[config.mk]
export PLATFORM = sky130hd
export DESIGN_NAME = star_pixel_scanner
export DESIGN_NICKNAME = d
export VERILOG_FILES = /design/src/rtl/star_pixel_scanner.sv
export SDC_FILE = /design/constraint.sdc
export NUM_CORES = 1
export LEC_CHECK = 0
export ABC_AREA = 1
export CAP_MARGIN = 20
export CORE_MARGIN = 3
export CORE_UTILIZATION = 55
export DETAILED_ROUTE_END_ITERATION = 8
export PLACE_DENSITY = 0.84
export SETUP_SLACK_MARGIN = 0.1
export SLEW_MARGIN = 0
export SYNTH_ARGS = -nofsm -noshare
export SYNTH_HDL_FRONTEND = slang
export SYNTH_SLANG_ARGS = --single-unit
[constraint.sdc]
create_clock -name clock -period 10 [get_ports clock]
set_clock_uncertainty 0.1 [all_clocks]
set_input_delay 3 -clock clock [delete_from_list [all_inputs] [get_ports clock]]
set_output_delay 3 -clock clock [all_outputs]
set_load 0.1 [all_outputs]
[src/rtl/star_pixel_scanner.sv]
// Raster-order readback of the 160x120 framebuffer, handing the (x, y) of every
// TARGET_COLOUR pixel downstream over valid/ready. Optional hit counter: STAR_SCAN_COUNT_EN.
module star_pixel_scanner #(
    parameter logic [2:0] TARGET_COLOUR = 3'b111,
    parameter int         WIDTH         = 160,
    parameter int         HEIGHT        = 120
) (
    input  logic        clock,
    input  logic        resetn,
    input  logic        start,
    output logic [14:0] mem_address,
    input  logic [2:0]  mem_q,
    output logic [7:0]  star_x,
    output logic [6:0]  star_y,
    output logic        star_valid,
    input  logic        star_ready,
    output logic        busy,
    output logic        done,
    output logic [7:0]  star_count
);

    typedef enum logic [2:0] {
        IDLE = 3'd0,
        ADDR = 3'd1,
        DATA = 3'd2,
        EMIT = 3'd3,
        DONE = 3'd4
    } state_t;

    localparam logic [7:0] X_LAST = 8'(WIDTH - 1);
    localparam logic [6:0] Y_LAST = 7'(HEIGHT - 1);

    // y*160 + x as y*128 + y*32 + x, formed in 16 bits and truncated
    function automatic logic [14:0] pixel_addr(input logic [7:0] x, input logic [6:0] y);
        logic [15:0] sum;
        sum = {2'b00, y, 7'b000_0000} + {4'b0000, y, 5'b0_0000} + {8'h00, x};
        return sum[14:0];
    endfunction

    state_t      state_q, state_d;
    logic [7:0]  x_q, x_d;
    logic [6:0]  y_q, y_d;
    logic [14:0] mem_address_q, mem_address_d;
    logic [7:0]  star_x_q, star_x_d;
    logic [6:0]  star_y_q, star_y_d;
    logic        star_valid_q, star_valid_d;
    logic        busy_q, busy_d;
    logic        done_q, done_d;
    logic        advance_s;
    logic        last_pixel_s;

    // Next-state, counter advance and hit capture
    always_comb begin
        state_d      = state_q;
        x_d          = x_q;
        y_d          = y_q;
        star_x_d     = star_x_q;
        star_y_d     = star_y_q;
        advance_s    = 1'b0;
        last_pixel_s = (x_q == X_LAST) && (y_q == Y_LAST);

        case (state_q)
            IDLE: begin
                if (start) begin
                    state_d = ADDR;
                    x_d     = 8'd0;
                    y_d     = 7'd0;
                end else begin
                    state_d = IDLE;
                end
            end
            ADDR: begin
                state_d = DATA;
            end
            DATA: begin
                if (mem_q == TARGET_COLOUR) begin
                    state_d  = EMIT;
                    star_x_d = x_q;
                    star_y_d = y_q;
                end else begin
                    advance_s = 1'b1;
                end
            end
            EMIT: begin
                if (star_ready) begin
                    advance_s = 1'b1;
                end else begin
                    state_d = EMIT;
                end
            end
            DONE: begin
                state_d = IDLE;
            end
            default: begin
                state_d = IDLE;
            end
        endcase

        // The final pixel ends the scan without wrapping the counters
        if (advance_s) begin
            if (last_pixel_s) begin
                state_d = DONE;
            end else if (x_q == X_LAST) begin
                state_d = ADDR;
                x_d     = 8'd0;
                y_d     = y_q + 7'd1;
            end else begin
                state_d = ADDR;
                x_d     = x_q + 8'd1;
            end
        end else begin
            x_d = x_d;
        end

        mem_address_d = pixel_addr(x_d, y_d);
        star_valid_d  = (state_d == EMIT);
        busy_d        = (state_d != IDLE);
        done_d        = (state_d == DONE);
    end

    // State, scan counters and registered outputs
    always_ff @(posedge clock) begin
        if (!resetn) begin
            state_q       <= IDLE;
            x_q           <= 8'd0;
            y_q           <= 7'd0;
            mem_address_q <= 15'd0;
            star_x_q      <= 8'd0;
            star_y_q      <= 7'd0;
            star_valid_q  <= 1'b0;
            busy_q        <= 1'b0;
            done_q        <= 1'b0;
        end else begin
            state_q       <= state_d;
            x_q           <= x_d;
            y_q           <= y_d;
            mem_address_q <= mem_address_d;
            star_x_q      <= star_x_d;
            star_y_q      <= star_y_d;
            star_valid_q  <= star_valid_d;
            busy_q        <= busy_d;
            done_q        <= done_d;
        end
    end

    assign mem_address = mem_address_q;
    assign star_x      = star_x_q;
    assign star_y      = star_y_q;
    assign star_valid  = star_valid_q;
    assign busy        = busy_q;
    assign done        = done_q;

`ifdef STAR_SCAN_COUNT_EN
    logic [7:0] count_q, count_d;

    // Saturating count of completed handshakes, cleared by an accepted start
    always_comb begin
        count_d = count_q;
        if ((state_q == IDLE) && start) begin
            count_d = 8'd0;
        end else if ((state_q == EMIT) && star_ready && (count_q != 8'hFF)) begin
            count_d = count_q + 8'd1;
        end else begin
            count_d = count_q;
        end
    end

    // Hit counter register
    always_ff @(posedge clock) begin
        if (!resetn) begin
            count_q <= 8'd0;
        end else begin
            count_q <= count_d;
        end
    end

    assign star_count = count_q;
`else
    assign star_count = 8'd0;
`endif

endmodule

**Word-level counts from Yosys, hierarchy flattened**

Cells that the tools add are included.

- Register bits: 51

- Add/subtract/negate cells: 4
- Equal/unequal tests: 8
- Multiplexer cells: 19
- Reduce and logical (&&, ||, !) cells: 4

Operators by type and width:

| operator | count |
|---|---|
| $mux W8 | 5 |
| $mux W7 | 5 |
| $add A14 B12 Y15 | 1 |
| $add A15 B8 Y15 | 1 |
| $mux W3 | 4 |
| $pmux W3 S4 | 1 |
| $eq A3 B2 Y1 const B | 3 |
| $add A8 B1 Y8 const B | 1 |
| $eq A8 B8 Y1 const B | 1 |
| $add A7 B1 Y7 const B | 1 |
| $eq A7 B7 Y1 const B | 1 |
| $eq A3 B3 Y1 const B | 2 |
| $eq A3 B1 Y1 const B | 1 |
| $logic_not A3 Y1 | 1 |
| $mux W1 | 3 |
| $reduce_bool A3 Y1 | 1 |
| $pmux W1 S2 | 1 |
| $reduce_and A2 Y1 | 1 |
| $logic_and A1 B1 Y1 | 1 |

**Depth between registers and ports, before layout**

- Depth after elaboration: 7
- Depth in mapped cells: 21
- Gate-level depth less buffers: 21

**Least setup slack after synthesis**

Ideal clock, no wire load.

- Path kind: input port to flip-flop
- Start point: in mem_q[1]
- End point: reg mem_address_q[10] (netlist: mem_address[10])
- Library setup time: 0.121 ns
- Data arrival time: 5.241 ns
- Data required time: 9.779 ns
- Slack: 4.539 ns
- Stages on the path: 15
- Path buffers: 0
- Path through: nand2_1 > nor2_1 > nor2_2 > nor2_4 > nor2_2 > nor2_4 > nand2_2 > nand2_1 > inv_2 > fa_1 > inv_1 > fa_1 > a31o_2 > o21ai_0 > a21oi_1

- Cells in the longest elaborated chain, start to end: 6
- Elaborated cells between the ends (all ways): 7
- Classes of those cells: 2 x add/sub; 1 x eq/ne; 4 x mux

RTL lines:

| item | line | text |
|---|---|---|
| start, declared | 12 | `input logic [2:0] mem_q,` |
| $eq A3 B3 Y1 * | 76 | `if (mem_q == TARGET_COLOUR) begin` |
| $mux W1 * | 76 |  |
| $pmux W1 S2 * | 62 | `case (state_q)` |
| $mux W7 | 100 | `if (advance_s) begin` |
| $add A14 B12 Y15 | 36 | `sum = {2'b00, y, 7'b000_0000} + {4'b0000, y, 5'b0_0000} + {8'h00, x};` |
| $add A15 B8 Y15 * | 36 |  |
| end signal, assigned | 137 | `mem_address_q <= mem_address_d;` |
| end, declared | 43 | `logic [14:0] mem_address_q, mem_address_d;` |

Mark *: on every way between the ends. The rest lies on a longest branch, timed or not.
A chain may end at the register's enable or synchronous reset.

**Final worst setup path**

- Start point: in mem_q[2]
- End point: reg mem_address_q[10] (netlist: mem_address[10])

Same word-level chain as after synthesis.

==> results_dict.tcl <==
set metrics [dict create \
    outcome "complete, no violations" \
    critPathArrivalTime_ns 5.94 \
    die_h_um 72.64 \
    cts_resized 0 \
    detail_route.wl_per_cell_um 12.57 \
    portBuffers 39 \
    fin_setup_tns_ns 0 \
    min_path_type "reg -> reg" \
    yosys.area_share.adder 0.09324 \
    die_w_um 72.64 \
    yosys.area_share.simple 0.2705 \
    synthCells 324 \
    grt_usage 0.2172 \
    rows 23 \
    synth_xor_area_frac 0.007172 \
    initial_core_util 0.5894 \
    htree_levels 2 \
    synth.mux.area_fraction 0 \
    synth_compound_area_frac 0.1373 \
    cp-start-kind "input pin" \
    syn_area_per_cell_um2 7.538 \
    crit_type "in -> reg" \
    root_buffer "clkbuf_8" \
    drive_gt1_frac 0.1142 \
    finalNetCount 382 \
    cp_cell_sequence "clkdlybuf4s50_1, inv_1, nor2_1, nor2_2, nor2_4, nor2_2, nor2_4, nand2_2, nand2_1, inv_2, fa_1, inv_1, fa_1, a31o_2, o21ai_0, a21oi_1" \
    max-slew-margin-rel 0.3262 \
    detail-route-antenna-nets 0 \
    whs_path_depth 2 \
    end_kind "flip-flop" \
    vias_per_cell 5.259 \
    io-pin-count 48 \
    clock-sinks 46 \
    cts_buffers 5 \
    yosysUniqueCellTypes 30 \
    hpwl_um 3877 \
    coreArea_um2 4144 \
    crit_slowest_cell "fa_1" \
    leakage_uw 0.001303 \
    power_density_nw_per_um2 147.3 \
    max_stage_delay_ns 0.53 \
    placed_area_um2 2795 \
    drt_first_pass_iters 4 \
    cts.clk_slew.worst_paths_ns 0.08 \
    vias 2151 \
    antenna_found_initial 0 \
    ys_seq_elements 46 \
    r2r_cells 16 \
    final_cells 409 \
    synth_top_family_by_area "simple AND/OR/NAND/NOR gates" \
    clk_latency_ns 0.31 \
    grt_pass1_vias 1988 \
    fmax_ghz 0.1712 \
    diodes 0 \
    cts_hold_buf 0 \
    cap_violations 0 \
    required_ns 10.09 \
    min_period_over_period 0.5843 \
    dieArea_um2 5276 \
    numPlacedInstances 401 \
    rsz0062_at_grt "false" \
    final_area_um2 2890 \
    postCtsSetupRepairBufs 0 \
    setup-violations-final 0 \
    ir_drop_uv 127.2 \
    grt_start_max_net_pins 29 \
    netlist_area_um2 2442 \
    drt_wl_total_um 5142 \
    grt_pass1_wl_um 9004 \
    gp_congestion 0.9506 \
    route.detailed.drc 0 \
    area_delta_synth_final_pct 18.34 \
    gr-total-overflow 0 \
    finalHoldViolations 0 \
    cts_buffer_depth 2 \
    worst_slew_pin_slew_ns 1.008 \
    drt_iter0_markers 130 \
    synth_warnings 0 \
    worst-path-max-fanout 9 \
    drv_slew 0 \
    ys_seq_area_frac 0.3770 \
    final_common_cell "dfxtp_1" \
    tritoncts "built" \
    finalHoldWorstSlack_ns 0.3919 \
    period_needed_ns 5.843 \
    final_cell_mix "dfxtp_1, nand2_1, clkdlybuf4s50_1" \
]
-- flip-flops by register name, indices dropped and copies added, names as in the netlist --
register and flops:
x_q 8, star_valid 1, star_y 7, state_q 3
star_x 8, busy 1, y_q 7, mem_address 10
done 1
-- final cells by class --
| class | instances | area, um2 |
|---|---|---|
| clock buffers | 6 | 82.58 |
| clock inverters | 2 | 12.51 |
| fillers | 369 | 1254 |
| inverters | 40 | 150.1 |
| multi-input cells | 226 | 1271 |
| flip-flops and latches | 46 | 920.9 |
| well taps | 50 | 62.56 |
| repair buffers | 39 | 390.4 |
-- final timing paths --
check             startpoint               to  slack (ns)
setup / recovery    mem_q[2]  mem_address[10]        4.16
hold / removal        y_q[5]        star_y[5]        0.39
setup reg to reg      x_q[1]  mem_address[10]        6.68
hold reg to reg       y_q[5]        star_y[5]        0.39
-- Yosys cell counts (all sizes together) --
| cell | number | share of area |
|---|---|---|
| nand2 | 51 | 0.086 |
| nor2 | 47 | 0.093 |
| dfxtp | 46 | 0.38 |
| inv | 39 | 0.060 |
| a21oi | 31 | 0.064 |
| o21ai | 27 | 0.058 |
| nand3 | 24 | 0.058 |
| buf | 16 | 0.047 |
| ha | 15 | 0.077 |
| nand4 | 5 | 0.013 |
| nor3 | 5 | 0.010 |
| clkbuf | 3 | 0.0046 |
| a31o | 2 | 0.0072 |
| a31oi | 2 | 0.0051 |
| fa | 2 | 0.016 |
| nor4 | 2 | 0.0051 |
| xor2 | 2 | 0.0072 |
| a21o | 1 | 0.0031 |
| clkinv | 1 | 0.0015 |
| conb | 1 | 0.0015 |
| nand3b | 1 | 0.0031 |
| or2 | 1 | 0.0026 |
-- cells by family after synthesis --
kind of cell               after synthesis
and+or+nand+nor                        136
adders and majority gates               17
buffers and inverters                   59
DFF                                     46
xor gates and xnor gates                 2
other                                    1
AOI/OAI and AO/OA                       63
-- report_power, final --
part / leakage [uW] / switching, uW / internal, uW / total, uW
Sequential: 0.000372 / 5.50 / 191 / 196
Clock: 0.0000472 / 62.6 / 55.5 / 118
Combinational: 0.000884 / 86.9 / 24.3 / 111
Total: 0.00130 / 155 / 271 / 426
-- routing by layer --
layer / up-vias / global-route usage / wire length (um)
met5: - / 0 / 0
met4: 0 / 0.1066 / 121
met3: 9 / 0.04683 / 309
met2: 70 / 0.3327 / 2340
met1: 966 / 0.2897 / 2370
li1: 1106 / - / -
-- critical path, delay by kind of cell --
kind	cells	cell delay, ns
AND/OR/NAND/NOR	7	0.82
adder cells (fa/ha/maj)	2	1.01
buffers and inverters	4	0.64
AO/OA/AOI/OAI	3	0.47
-- through the flow --
stage,utilization,power (uW),worst slack [ns]
final,0.6975,425.8,4.157
after global routing,0.6975,445.0,3.914
after detailed placement,0.6745,311.0,3.845
after CTS,0.6975,429.6,4.177
after global placement,0.6745,309.6,3.923
after floorplan,-,292.9,4.539
No activity file was read; power rests on OpenSTA's default activity.
